$ cat src/rtl/turfio_cout_pkg.sv
// Shared constants and FSM state type for the TURFIO COUT scheduler and serializer.
package turfio_cout_pkg;

  localparam int FRAME_LEN = 8;
  localparam int CNT_W     = 3;
  localparam logic [CNT_W-1:0] CNT_LAST = CNT_W'(FRAME_LEN - 1);

  localparam logic [31:0] IDLE_VALUE_DFLT = 32'h0000_0000;
  localparam logic [31:0] TRAIN_VALUE     = 32'hA55A_6996;

  typedef enum logic [1:0] {
    UNLOCKED = 2'd0,
    LOCKING  = 2'd1,
    LOCKED   = 2'd2
  } sched_state_t;

endpackage

$ cat src/rtl/turfio_cout_rr_arb.sv
// Round-robin one-hot picker; the pointer register is owned by the caller.
module turfio_cout_rr_arb #(
  parameter int NREQ = 3,
  parameter int PW   = (NREQ > 1) ? $clog2(NREQ) : 1
) (
  input  logic [NREQ-1:0] valid,
  input  logic [PW-1:0]   ptr,
  input  logic            en,
  output logic [NREQ-1:0] grant,
  output logic [PW-1:0]   next_ptr
);

  logic          found;
  logic [PW-1:0] idx;

  // NOTE: every combinational output gets a default before the loop so no latch is inferred.
  always_comb begin
    grant    = '0;
    next_ptr = ptr;
    found    = 1'b0;
    idx      = '0;
    for (int i = 0; i < NREQ; i++) begin
      idx = PW'((int'(ptr) + i) % NREQ);
      if (en && !found && valid[idx]) begin
        grant[idx] = 1'b1;
        found      = 1'b1;
        next_ptr   = PW'((int'(idx) + 1) % NREQ);
      end
    end
  end

endmodule

$ cat src/rtl/turfio_cout_sched.sv
// COUT frame scheduler: frame-strobe lock tracking, round-robin command slot sharing, training.
// Optional per-requester statistics when TURFIO_COUT_SCHED_STATS_EN is defined.
module turfio_cout_sched
  import turfio_cout_pkg::*;
#(
  parameter int          NREQ        = 3,
  parameter logic [31:0] IDLE_VALUE  = IDLE_VALUE_DFLT,
  parameter int          LOCK_FRAMES = 4
) (
  input  logic                 if_clk_i,
  input  logic                 if_rst_i,
  input  logic                 frame_i,
  input  logic [32*NREQ-1:0]   req_tdata_i,
  input  logic [NREQ-1:0]      req_tvalid_i,
  output logic [NREQ-1:0]      req_tready_o,
  input  logic                 train_i,
`ifdef TURFIO_COUT_SCHED_STATS_EN
  input  logic                 stat_clr_i,
  output logic [16*NREQ-1:0]   stat_grants_o,
  output logic [15:0]          stat_idle_o,
`endif
  output logic [31:0]          cout_command_o,
  output logic                 cout_train_o,
  output logic                 locked_o,
  output logic                 frame_err_o
);

  localparam int PW = (NREQ > 1) ? $clog2(NREQ) : 1;

  sched_state_t     state;
  logic [CNT_W-1:0] space_cnt;
  logic [3:0]       good_cnt;
  logic [PW-1:0]    rr_ptr;
  logic [PW-1:0]    next_ptr;
  logic [NREQ-1:0]  grant;
  logic [31:0]      grant_word;
  logic             frame_good;
  logic             frame_bad;
  logic             arb_en;

  assign frame_good = frame_i && (space_cnt == CNT_LAST);
  // Early strobe (counter short of 7) or missing strobe (counter at 7, no strobe).
  assign frame_bad  = (frame_i && (space_cnt != CNT_LAST)) || (!frame_i && (space_cnt == CNT_LAST));
  assign arb_en     = (state == LOCKED) && frame_good && !train_i && !if_rst_i;

  turfio_cout_rr_arb #(.NREQ(NREQ), .PW(PW)) u_arb (
    .valid    (req_tvalid_i),
    .ptr      (rr_ptr),
    .en       (arb_en),
    .grant    (grant),
    .next_ptr (next_ptr)
  );

  // The grant must be visible during the strobe cycle itself so the handshake completes on that edge.
  assign req_tready_o = grant;

  always_comb begin
    grant_word = '0;
    for (int k = 0; k < NREQ; k++)
      if (grant[k]) grant_word = grant_word | req_tdata_i[32*k +: 32];
  end

  // NOTE: sequential state uses non-blocking assignments only.
  always_ff @(posedge if_clk_i) begin
    if (if_rst_i) begin
      state          <= UNLOCKED;
      space_cnt      <= '0;
      good_cnt       <= '0;
      rr_ptr         <= '0;
      cout_command_o <= IDLE_VALUE;
      cout_train_o   <= 1'b0;
      locked_o       <= 1'b0;
      frame_err_o    <= 1'b0;
    end else begin
      frame_err_o <= 1'b0;
      space_cnt   <= frame_i ? '0 : space_cnt + 1'b1;
      unique case (state)
        UNLOCKED: begin
          if (frame_i) begin
            state    <= LOCKING;
            good_cnt <= '0;
          end
        end
        LOCKING: begin
          if (frame_good) begin
            if (good_cnt == 4'(LOCK_FRAMES - 1)) begin
              state    <= LOCKED;
              locked_o <= 1'b1;
            end else begin
              good_cnt <= good_cnt + 1'b1;
            end
          end else if (frame_bad) begin
            state <= UNLOCKED;
          end
        end
        LOCKED: begin
          if (frame_bad) begin
            state          <= UNLOCKED;
            locked_o       <= 1'b0;
            frame_err_o    <= 1'b1;
            cout_command_o <= IDLE_VALUE;
            cout_train_o   <= 1'b0;
          end else if (frame_good) begin
            cout_train_o <= train_i;
            if (|grant) begin
              cout_command_o <= grant_word;
              rr_ptr         <= next_ptr;
            end else begin
              cout_command_o <= IDLE_VALUE;
            end
          end
        end
        default: state <= UNLOCKED;
      endcase
    end
  end

`ifdef TURFIO_COUT_SCHED_STATS_EN
  logic [15:0] grant_cnt [NREQ];
  logic [15:0] idle_cnt;
  logic        idle_frame;

  assign idle_frame = (state == LOCKED) && frame_good && !train_i && !(|grant);

  // NOTE: a handful of flops, not a RAM, so the counter array is reset like any other register.
  always_ff @(posedge if_clk_i) begin
    if (if_rst_i || stat_clr_i) begin
      for (int k = 0; k < NREQ; k++) grant_cnt[k] <= '0;
      idle_cnt <= '0;
    end else begin
      for (int k = 0; k < NREQ; k++)
        if (grant[k] && (grant_cnt[k] != 16'hFFFF)) grant_cnt[k] <= grant_cnt[k] + 1'b1;
      if (idle_frame && (idle_cnt != 16'hFFFF)) idle_cnt <= idle_cnt + 1'b1;
    end
  end

  always_comb begin
    stat_grants_o = '0;
    for (int k = 0; k < NREQ; k++) stat_grants_o[16*k +: 16] = grant_cnt[k];
  end
  assign stat_idle_o = idle_cnt;
`endif

endmodule

$ cat config.mk
export PLATFORM = sky130hd
export DESIGN_NAME = turfio_cout_sched
export DESIGN_NICKNAME = d
export VERILOG_FILES = /design/src/rtl/turfio_cout_pkg.sv /design/src/rtl/turfio_cout_rr_arb.sv /design/src/rtl/turfio_cout_sched.sv
export SDC_FILE = /design/constraint.sdc
export NUM_CORES = 1
export LEC_CHECK = 0
export ABC_AREA = 0
export CAP_MARGIN = 15
export CORE_ASPECT_RATIO = 1.25
export CORE_MARGIN = 4
export CORE_UTILIZATION = 39
export DETAILED_ROUTE_END_ITERATION = 8
export PLACE_DENSITY = 0.78
export SETUP_SLACK_MARGIN = 0.1
export SLEW_MARGIN = 0
export SYNTH_ARGS = -nofsm -noshare
export SYNTH_HDL_FRONTEND = slang
export SYNTH_SLANG_ARGS = --single-unit
$ cat constraint.sdc
create_clock -name if_clk_i -period 2.5 [get_ports if_clk_i]
set_input_delay 0.5 -clock if_clk_i [delete_from_list [all_inputs] [get_ports if_clk_i]]
set_output_delay 0.5 -clock if_clk_i [all_outputs]
set_load 0.01 [all_outputs]
==> metrics.md, run 1 <==
| Metric | Value |
|---|---|
| Routed wire per std cell | 18.4 um |
| Worst-path maximum fanout | 4 |
| Max Cap Viol | 0 |
| Highest cell delay on the worst timing path | about 0.38 ns |
| Pleak | about 1.7 nW |
| Internal reg-to-reg setup slack | -0.01 ns |
| Synth Cell Area | approximately 2500 um2 |
| Rows | 32 |
| Hold depth | 1 |
| Post-synthesis mux area share | 3.08% |
| Drc violations | 0 |
| Post-synth top flop | dfxtp_1 |
| Crit-path slowest cell | a2111oi_4 |
| Num ports | 141 |
| Worst-path clk slew | ~0.090 ns |
| Total GRT Usage | ~21% |
| Placed Area | 4190 um2 |
| Storage cell area | roughly 900 um2 |
| Port Buf Inserts | between 100 and 150 |
| Setup WS post-layout | -0.0924 ns |
| Design area | approximately 4700 um2 |
| Synth Area in Compound Gates | a little over a third |
| DIE HEIGHT | 97.9 um |
| Worst min path class | flip-flop to flip-flop |
| Critical-path cell list | buf_6 -> ha_4 -> buf_6 -> a2111oi_4 -> buf_4 -> o21ai_2 -> a31oi_4 -> buf_6 |
| Post-DRT Antenna Nets | 0 |
| Die width | 79.9 um |
| Worst vdd ir | approximately 0.00023 V |
| H-tree depth | 2 |
| Distinct cells, synth | 42 |
| Worst slew pin tran | slightly below 0.6 ns |
| Min cycle time layout | approximately 2.6 ns |
| Post-Syn Instances | between 200 and 300 |
| TritonRoute pass-1 iters | 8 |
| Startpoint types | flip-flop |
| Initial core utilization | about two fifths |
| Drt total wl | just under 10 mm |
| Hold Crit Endpoint | space_cnt[0] |
| Synth Area per Inst | slightly below 10 um2 |
| Most frequent CP cell | buf_6 |
| CP bufs+invs | 4 |
| CP Class | flip-flop to output port |
| Syn_nets | approximately 380 |
| FF+latch count, synth | 46 |
| Reg2Reg Depth | 13 |
| Simple-gate share of the synthesized area | 12.9% |
| Share of synthesized registers carrying an async set or reset | 0% |
| Initial antenna violation count | 0 |
| GPL Wtd Cong | ~0.90 |
| Skew final | slightly below 0.008 ns |
| WP data required | ~2 ns |
| FF-to-FF End | cout_command_o[27] |
| Period utilization | 104% |
| Layout cells sized above 1 | between 20 and 30% |
| Pin count of the biggest net entering global routing | 35 |
| Top delay family on crit path | compound AO/OA/AOI/OAI gates |
| CTS Sinks | 46 |
| Multi-input gate area | 1570 um2 |
| Main combinational cell family by area after synthesis | compound AO/OA/AOI/OAI gates |
| Slew HR | 61.3% |
| Hpwl dp | between 6 and 7 mm |
| Post-synthesis xor/xnor area fraction | less than 1% |
| Vias/cell | around 5.5 |
| Post-synth EDFFs | 0 |
| Initial DRC count | 182 |
| RR Startpoint | rr_ptr[1] |
| CTS tree | yes |
| Failing checks | setup timing |
| Final hold viol count | 0 |
| Root Driver | clkbuf_8 |
| Clk buf depth | 2 |
| Total gr overflow | 0 |
| Arr. time, crit path | around 2.1 ns |
| Final setup TNS | -0.195 ns |
| Hold_sp | space_cnt[0] |
| Cts hold-fix bufs | 0 |
| YS warnings | 0 |
| # diodes | 0 |
| Die ar. | around 8000 um2 |
| Status | complete, but fails checks |
| Syn-to-layout area delta | 88.2% |
| RSZ-0062 raised after global routing | yes |
| CTS Buf Count | 5 |
| Pins Over Slew Limit | 0 |
| Max Clock Freq | about 390 MHz |
| Crit. End Element | output port |
| Layout Nets | 556 |
| Vias | between 2000 and 3000 |
| # setup viols final | 9 |
| Vias in the first global route | around 2800 |
| Core region area | 6250 um2 |
| PwrDens | approximately 320 nW/um2 |
| Synth Area in Adders | 4.96% |
| Global-route wire length before repair | 13.0 mm |
| Sequential share of the synthesized area | a little over a third |
| Number of fill cells in the layout | 424 |
| Worst-Skew Late Latency | around 0.3 ns |
==> how the worst max path moves through the flow <==
stage                            endpoint  cells past startpoint       startpoint  slack, ns
after floorplan           req_tready_o[0]                      8        rr_ptr[1]       0.10
after global placement    req_tready_o[0]                      6  req_tvalid_i[0]      -0.51
after detailed placement  req_tready_o[0]                      6  req_tvalid_i[0]      -0.51
after CTS                 req_tready_o[1]                      7        rr_ptr[1]      -0.02
after global routing      req_tready_o[1]                      8        rr_ptr[0]      -0.14
final                     req_tready_o[0]                      8        rr_ptr[1]      -0.09
==> timing repair <==
| item | 4_1_cts | 5_1_grt |
|---|---|---|
| setup buffers | 3 | 13 |
| endpoints found under the setup margin | 37 | 37 |
| cloned | 0 | 5 |
| gates resized for setup | 40 | 24 |
| pin swaps | 7 | 15 |
==> registers in the layout (all words and copies together) (netlist names) <==
| signal | flops |
|---|---|
| rr_ptr | 2 |
| locked_o | 1 |
| state | 2 |
| space_cnt | 3 |
| cout_command_o | 32 |
| cout_train_o | 1 |
| good_cnt | 4 |
| frame_err_o | 1 |
==> where the power goes <==
| part | internal, mW | switching (mW) | leakage (nW) |
|---|---|---|---|
| sequential | 0.734 | 0.00245 | 0.372 |
| clock | 0.297 | 0.266 | 0.0504 |
| combinational | 0.169 | 0.0710 | 1.29 |
==> kinds of logic (layout without fill, tap and decap cells) <==
family	count (synthesis)	count (layout)
flops	46	46
buf+inv	26	208
compound gates	99	99
mux	7	7
xor+xnor	2	2
simple gates	72	72
fa+ha+maj	10	10
==> routing by layer <==
layer  vias up  share of wire (%)  global-route usage [%]  wire (um)
met1      1378                 36                    21.0       3550
li1       1375                  -                       -          -
met4         0               0.91                    3.25         89
met2       125                 55                    41.8       5400
met5         -                  0                       0          0
met3         9                7.3                    5.26        711
==> Yosys cell counts (2+ instances only) <==
library cell | number | share of area [%]
inv_2 | 3 | 0.45
nand2_1 | 39 | 5.8
nand3b_1 | 2 | 0.60
nor3_1 | 3 | 0.60
nor2_1 | 17 | 2.5
o21ai_2 | 30 | 10
buf_6 | 4 | 1.8
nor2b_1 | 2 | 0.50
o31ai_1 | 2 | 0.60
a211oi_1 | 3 | 0.89
nor3b_1 | 5 | 1.5
dfxtp_1 | 46 | 37
mux2_1 | 2 | 0.89
o22ai_1 | 2 | 0.50
a222oi_1 | 32 | 13
o21bai_1 | 2 | 0.60
clkbuf_1 | 5 | 0.74
a21oi_1 | 7 | 1.4
o21ai_0 | 2 | 0.40
buf_2 | 10 | 2.0
a22oi_1 | 2 | 0.60
inv_1 | 3 | 0.45
xor2_1 | 2 | 0.69
o21ai_1 | 7 | 1.4
mux2i_1 | 4 | 1.6
ha_1 | 10 | 5.0
==> placed cells by master (no fill, tap or decap), drive strengths merged, types with 2 or more instances in the layout <==
master,n
nor3,3
nand2,39
clkbuf,9
nor3b,5
xor2,2
mux2,3
a222oi,32
a211oi,3
o21bai,2
o22ai,2
clkinvlp,2
mux2i,4
nor2,17
dfxtp,46
a21oi,8
a22oi,2
nand3b,2
ha,10
o21ai,39
nor2b,2
dlygate4sd2,2
o31ai,2
buf,53
inv,6
clkdlybuf4s50,135
==> area by class of cell <==
cell class / count / area share [%]
timing repair buffer: 194 / 42.4
multi-input combinational: 190 / 33.0
sequential: 46 / 19.5
tap: 85 / 2.24
clock buffer: 5 / 1.45
clock inverter: 3 / 0.949
inverter: 6 / 0.475
==> metrics by stage <==
step | hold slack (ns) | total power [mW] | setup slack [ns] | std cells | utilization (%)
6_report | 0.439 | 1.54 | -0.0924 | 529 | 76.0
5_1_grt | 0.462 | 1.60 | -0.141 | 529 | 76.0
3_5_place_dp | 0.422 | 0.984 | -0.515 | 500 | 67.1
2_1_floorplan | 0.400 | 0.792 | 0.102 | 262 | -
4_1_cts | 0.435 | 1.54 | -0.0222 | 511 | 70.8
3_3_place_gp | 0.417 | 0.979 | -0.507 | 500 | 67.1
No activity file was read; power rests on OpenSTA's default activity.
==> run 2: changes to the inputs <==
--- a/config.mk
+++ b/config.mk
@@ -7,10 +7,11 @@
 export LEC_CHECK = 0
 export ABC_AREA = 0
 export CAP_MARGIN = 15
-export CORE_ASPECT_RATIO = 1.25
+export CORE_ASPECT_RATIO = 1.75
 export CORE_MARGIN = 4
 export CORE_UTILIZATION = 39
 export DETAILED_ROUTE_END_ITERATION = 8
+export HOLD_SLACK_MARGIN = 0.05
 export PLACE_DENSITY = 0.78
 export SETUP_SLACK_MARGIN = 0.1
 export SLEW_MARGIN = 0
==> run 2 against run 1 <==
  * The flow still finishes with violations (setup timing)
  * Register-to-register slack got worse by 0.15 ns
  * Setup slack worse by 0.10 ns
  * Via count grew 3.4%
  * Combinational power barely moved
  * First-iteration DRC count grew 45%
  * Core utilization increased by 2.2 points
  * Global-route usage grew 1.5 points
  * Power increased by 0.73%
  * Clock skew shrank 0.0017 ns
  * Critical path depth unchanged
  * Wire length grew 5.6%
  * Largest power group unchanged
  * Highest routed layer unchanged
==> metrics.md, run 2 (synthesis results as in run 1) <==
| Metric | Value |
|---|---|
| Status | complete, but fails checks |
| Failing checks | setup timing |
| Drt total wl | 10.3 mm (+5.6%) |
| Pleak | 1.77 nW (+3.7%) |
| Worst-Skew Late Latency | 0.30 ns (about the same) |
| Initial core utilization | 40.5% (+0.11 points) |
| H-tree depth | 2 (unchanged) |
| Final setup TNS | -4.15 ns (-3.95 ns) |
| Multi-input gate area | 1610 um2 (+2.6%) |
| Worst-path maximum fanout | 3 (-1) |
| Initial DRC count | 264 (+45%) |
| Layout Nets | 560 (+0.72%) |
| Layout cells sized above 1 | 29.8% (+1.2 points) |
| CTS tree | yes |
| Total gr overflow | 0 (unchanged) |
| Vias/cell | 5.66 (+3.8%) |
| Skew final | 0.00626 ns (-0.00166 ns) |
| Crit-path slowest cell | a2111oi_4 |
| Max Cap Viol | 0 (unchanged) |
| Rows | 38 (+19%) |
| Worst min path class | flip-flop to flip-flop |
| Worst vdd ir | 0.000296 V (+32%) |
| Storage cell area | 927 um2 (+0.14%) |
| Largest register FFs | 32 (unchanged) |
| Crit. End Element | output port |
| PwrDens | 318 nW/um2 (-1.8%) |
| WP data required | 2.00 ns (about the same) |
| Vias in the first global route | 2879 (+3.8%) |
| Root Driver | clkbuf_8 |
| Highest cell delay on the worst timing path | 0.36 ns (-0.02 ns) |
| Startpoint types | flip-flop |
| Syn-to-layout area delta | 93.1% |
| Post-DRT Antenna Nets | 0 (unchanged) |
| Worst slew pin tran | 0.724 ns (+0.145 ns) |
| Pin count of the biggest net entering global routing | 35 (unchanged) |
| Top delay family on crit path | compound AO/OA/AOI/OAI gates |
| Vias | 2985 (+3.4%) |
| Max Clock Freq | 371 MHz (-3.8%) |
| Pins Over Slew Limit | 0 (unchanged) |
| Final hold viol count | 0 (unchanged) |
| Total power | 1.55 mW (+0.73%) |
| GPL Wtd Cong | 0.813 (-9.6%) |
| Most frequent CP cell | buf_6 |
| # diodes | 0 (unchanged) |
| Num ports | 141 (unchanged) |
| Commonest cells after routing, fill and taps aside | clkdlybuf4s50_1, dfxtp_1, nand2_1 |
| Largest Register | cout_command_o |
| Routed wire per std cell | 19.5 um (+6.0%) |
| Drc violations | 0 (unchanged) |
| Global-route wire length before repair | 13.3 mm (+2.6%) |
| Largest regs | cout_command_o (32), good_cnt (4), space_cnt (3) |
| Total GRT Usage | 22.2% (+1.5 points) |
| Commonest non-fill, non-tap cell in the layout | clkdlybuf4s50_1 |
| # setup viols final | 36 (+27) |
| DIE HEIGHT | 114 um (+17%) |
| Worst-path clk slew | 0.09 ns (about the same) |
| Die ar. | 7870 um2 (+0.54%) |
| Setup WS post-layout | -0.196 ns (-0.104 ns) |
| Worst slack, placed | -0.521 ns (-0.00623 ns) |
| CTS Buf Count | 5 (unchanged) |
| Arr. time, crit path | 2.20 ns (+0.11 ns) |
| Slew HR | 51.7% (-9.6 points) |
| Hold Slack | 0.410 ns (-0.0296 ns) |
| Period utilization | 108% (+4.1 points) |
| Core region area | 6230 um2 (-0.28%) |
| Number of fill cells in the layout | 417 (-1.7%) |
| CP Class | flip-flop to output port |
| CTS Sinks | 46 (unchanged) |
| CP bufs+invs | 3 (-1) |
| Port Buf Inserts | 140 (unchanged) |
| Initial antenna violation count | 0 (unchanged) |
| TritonRoute pass-1 iters | 7 (-1) |
| Hpwl dp | 6.58 mm (+2.2%) |
| Clk buf depth | 2 (unchanged) |
| RSZ-0062 raised after global routing | yes |
| Critical-path cell list | buf_6 -> inv_4 -> ha_4 -> mux2_4 -> a2111oi_4 -> o211ai_2 -> a21boi_4 -> buf_6 |
| Die width | 68.8 um (-14%) |
| Cts hold-fix bufs | 0 (unchanged) |
| Min cycle time layout | 2.70 ns (+0.104 ns) |
run 2: cell count changes in the layout (fill, tap and decap cells not counted), sizes merged:
cell           delta
buf               +3
dlymetal6s2s      +1
clkdlybuf4s50     -1
clkinvlp          -2
clkbuf            +2
run 2: per-layer routing:
metal	part of all wire [%]	global-route usage, %	wire, um
met4	4.9	11.3	500
met3	6.4	4.72	656
met1	33	21.5	3370
met5	0	0	0
met2	56	41.6	5770
run 2: power breakdown:
| group | switching, mW | leakage (nW) | internal [mW] |
|---|---|---|---|
| Combinational | 0.0723 | 1.34 | 0.167 |
| Sequential | 0.00219 | 0.373 | 0.734 |
| Clock | 0.255 | 0.0573 | 0.320 |
run 2: path summary, 6_finish.rpt:
check / startpoint / end / slack (ns) / cells past startpoint
worst min register to register: space_cnt[0] / space_cnt[0] / 0.41 / 1
worst max register to register: rr_ptr[1] / cout_command_o[28] / -0.16 / 13
worst max-delay path: rr_ptr[1] / req_tready_o[1] / -0.20 / 8
worst min-delay path: space_cnt[0] / space_cnt[0] / 0.41 / 1
run 2: final cells by class:
cell class | count | share of cell area, %
Timing Repair Buffer | 198 | 43.1
Multi-Input combinational cell | 190 | 33.0
Sequential cell | 46 | 19.0
Tap cell | 80 | 2.06
Clock buffer | 6 | 1.70
Clock inverter | 1 | 0.617
Inverter | 6 | 0.514
run 2: repair_timing:
action,in CTS,in global routing
gates cloned,1,5
pin swaps,11,39
buffers inserted,6,16
endpoints found under the setup margin,37,37
gates resized for setup,46,31
run 2: stage by stage:
stage          utilization [%]  instances  area, um2
3_5_place_dp              66.9        493       4170
5_1_grt                   78.2        527       4870
3_3_place_gp              66.9        493       4170
6_report                  78.2        527       4870
4_1_cts                   71.6        507       4460
2_1_floorplan                -        262       2520
==> run 3: changes to the inputs <==
--- a/config.mk
+++ b/config.mk
@@ -13,6 +13,7 @@
 export DETAILED_ROUTE_END_ITERATION = 8
 export HOLD_SLACK_MARGIN = 0.05
 export PLACE_DENSITY = 0.78
+export REMOVE_ABC_BUFFERS = 1
 export SETUP_SLACK_MARGIN = 0.1
 export SLEW_MARGIN = 0
 export SYNTH_ARGS = -nofsm -noshare
==> run 3 against run 2 <==
  * Register-to-register slack better by 0.10 ns
  * Setup slack better by 0.12 ns
  * Clock power is 2% higher
  * Sequential power hardly changed
  * Wire length is 7.9% lower
  * Non-clock buffer count is 8 lower
  * The flow still finishes with violations (setup timing)
  * Power is 0.63% higher
  * Critical endpoint unchanged
  * Maximum frequency is 4.8% higher
  * Clock skew is 0.0065 ns higher
==> metrics.md, run 3 (synthesis results as in run 1) <==
| Metric | Value |
|---|---|
| Commonest cells after routing, fill and taps aside | clkdlybuf4s50_1, dfxtp_1, nand2_1 |
| Uppermost layer routed | met4 |
| Drc violations | 0 (unchanged) |
| GPL Wtd Cong | 0.828 (+1.8%) |
| Switch share | 22.8% (+1.6 points) |
| Pin count of the biggest net entering global routing | 35 (unchanged) |
| Vias/cell | 5.53 (-2.3%) |
| Multi-input gate area | 1590 um2 (-0.78%) |
| Total power | 1.56 mW (+0.63%) |
| Worst slew pin tran | 0.604 ns (-0.120 ns) |
| RSZ-0062 raised after global routing | yes |
| Startpoint types | flip-flop |
| Setup WS post-layout | -0.0726 ns (+0.123 ns) |
| Crit. End Element | output port |
| Arr. time, crit path | 2.07 ns (-0.13 ns) |
| Drt total wl | 9.48 mm (-7.9%) |
| TritonRoute pass-1 iters | 5 (-2) |
| Min cycle time layout | 2.57 ns (-0.123 ns) |
| Storage cell area | 930 um2 (+0.27%) |
| Port Buf Inserts | 140 (unchanged) |
| Global-route wire length before repair | 13.7 mm (+2.6%) |
| Switch Pwr | 0.356 mW (+8.0%) |
| Cts hold-fix bufs | 0 (unchanged) |
| Layout cells sized above 1 | 28.9% (-0.89 points) |
| Worst vdd ir | 0.000388 V (+31%) |
| Initial core utilization | 40.5% (unchanged) |
| Commonest non-fill, non-tap cell in the layout | clkdlybuf4s50_1 |
| Reg power frac | 47.1% (-0.4 points) |
| Vias in the first global route | 2904 (+0.87%) |
| Clock power frac | 37.4% (+0.3 points) |
| Routed wire per std cell | 18.2 um (-6.6%) |
| Pleak | 1.70 nW (-3.9%) |
| Worst-Skew Late Latency | 0.32 ns (+0.02 ns) |
| CP Class | flip-flop to output port |
| Syn-to-layout area delta | 88.6% |
| Failing checks | setup timing |
| Initial DRC count | 252 (-4.5%) |
| WP data required | 2.00 ns (about the same) |
| Vias | 2878 (-3.6%) |
| Max Clock Freq | 389 MHz (+4.8%) |
| WL met3 | 623 um (-5.0%) |
| Int Pwr | 1.20 mW (-1.4%) |
| Worst-path clk slew | 0.10 ns (about the same) |
| Worst min path class | flip-flop to flip-flop |
| Status | complete, but fails checks |
| Die ar. | 7870 um2 (unchanged) |
| Rows | 38 (unchanged) |
| Pins Over Slew Limit | 0 (unchanged) |
| Period utilization | 103% (-4.9 points) |
| Total gr overflow | 0 (unchanged) |
| Core region area | 6230 um2 (unchanged) |
| Skew final | 0.0128 ns (+0.00650 ns) |
| Met1 WL | 3.25 mm (-3.7%) |
| Worst-path maximum fanout | 3 (unchanged) |
| Number of fill cells in the layout | 425 (+1.9%) |
| Final setup TNS | -1.07 ns (+3.08 ns) |
| PwrDens | 328 nW/um2 (+3.0%) |
| Logic pwr share | 15.5% (about the same) |
| CTS Sinks | 46 (unchanged) |
| CTS Buf Count | 5 (unchanged) |
| # setup viols final | 33 (-8.3%) |
| H-tree depth | 2 (unchanged) |
| CTS tree | yes |
| Final hold viol count | 0 (unchanged) |
| Total GRT Usage | 23.2% (+1.0 points) |
| Largest regs | cout_command_o (32), good_cnt (4), space_cnt (3) |
| Layout Nets | 552 (-1.4%) |
| Largest register FFs | 32 (unchanged) |
| Max Cap Viol | 0 (unchanged) |
| Root Driver | clkbuf_8 |
| Hpwl dp | 6.31 mm (-4.1%) |
| Detail Route met2 WL | 5.39 mm (-6.6%) |
| DIE HEIGHT | 114 um (unchanged) |
| Clk buf depth | 2 (unchanged) |
| Die width | 68.8 um (unchanged) |
| Initial antenna violation count | 0 (unchanged) |
| Num ports | 141 (unchanged) |
| # diodes | 0 (unchanged) |
| Slew HR | 59.6% (+8.0 points) |
| Post-DRT Antenna Nets | 0 (unchanged) |
| Largest Register | cout_command_o |
run 3: cell types whose count changed in the layout (fill, tap and decap cells not counted), sizes merged:
cell / before / now
buf: 56 / 48
bufbuf: 0 / 3
clkbuf: 11 / 7
clkdlybuf4s50: 134 / 133
clkinv: 0 / 1
dlygate4sd2: 2 / 4
dlymetal6s2s: 1 / 0
inv: 6 / 7
run 3: worst paths after layout:
check               start                 to  slack (ns)  cells past startpoint
max             rr_ptr[1]    req_tready_o[1]       -0.07                      7
min reg2reg  space_cnt[0]       space_cnt[0]        0.43                      1
min          space_cnt[0]       space_cnt[0]        0.43                      1
max reg2reg     rr_ptr[1]  cout_command_o[5]       -0.06                     13
run 3: worst max-delay path, cell delays in order, from the launching register on:
cell and delay (ns):
dfxtp_4 0.39, inv_4 0.05, ha_4 0.16, mux2_4 0.30
a2111oi_4 0.34, o211ai_4 0.14, a21boi_4 0.23, buf_6 0.14
run 3: repair_timing:
action	4_1_cts	5_1_grt
pin swaps	7	8
cloned	4	2
gates resized for setup	45	27
setup buffers	11	4
hold endpoints to repair	0	0
setup endpoints to repair	37	37
run 3: power groups by stage:
stage | logic (mW) | registers [mW] | clock network [mW]
global placement | 0.227 | 0.753 | 0
CTS | 0.234 | 0.735 | 0.584
global route | 0.255 | 0.735 | 0.619
finish | 0.242 | 0.734 | 0.584
floorplan | 0.0337 | 0.754 | 0
detailed placement | 0.232 | 0.753 | 0
run 3: layer usage:
| layer | track usage (%) | up-vias |
|---|---|---|
| li1 | - | 1368 |
| met1 | 22.9 | 1365 |
| met2 | 44.4 | 124 |
| met3 | 5.60 | 21 |
| met4 | 8.20 | 0 |
| met5 | 0 | - |
run 3: final cells by class:
type / instances / share of cell area [%]
repair buffers: 190 / 42.0
multi-input cells: 190 / 33.5
flip-flops and latches: 46 / 19.5
well taps: 80 / 2.10
clock buffers: 5 / 1.45
clock inverters: 3 / 0.921
inverters: 6 / 0.526
run 3: stage by stage:
stage	util [%]	cells	worst slack (ns)	instance area (um2)	hold WS, ns
after global routing	76.4	520	-0.129	4760	0.440
after global placement	66.6	491	-0.428	4150	0.413
after floorplan	-	242	-0.868	2400	0.400
after CTS	73.3	514	-0.0733	4570	0.429
after detailed placement	66.6	491	-0.489	4150	0.416
final	76.4	520	-0.0726	4760	0.433
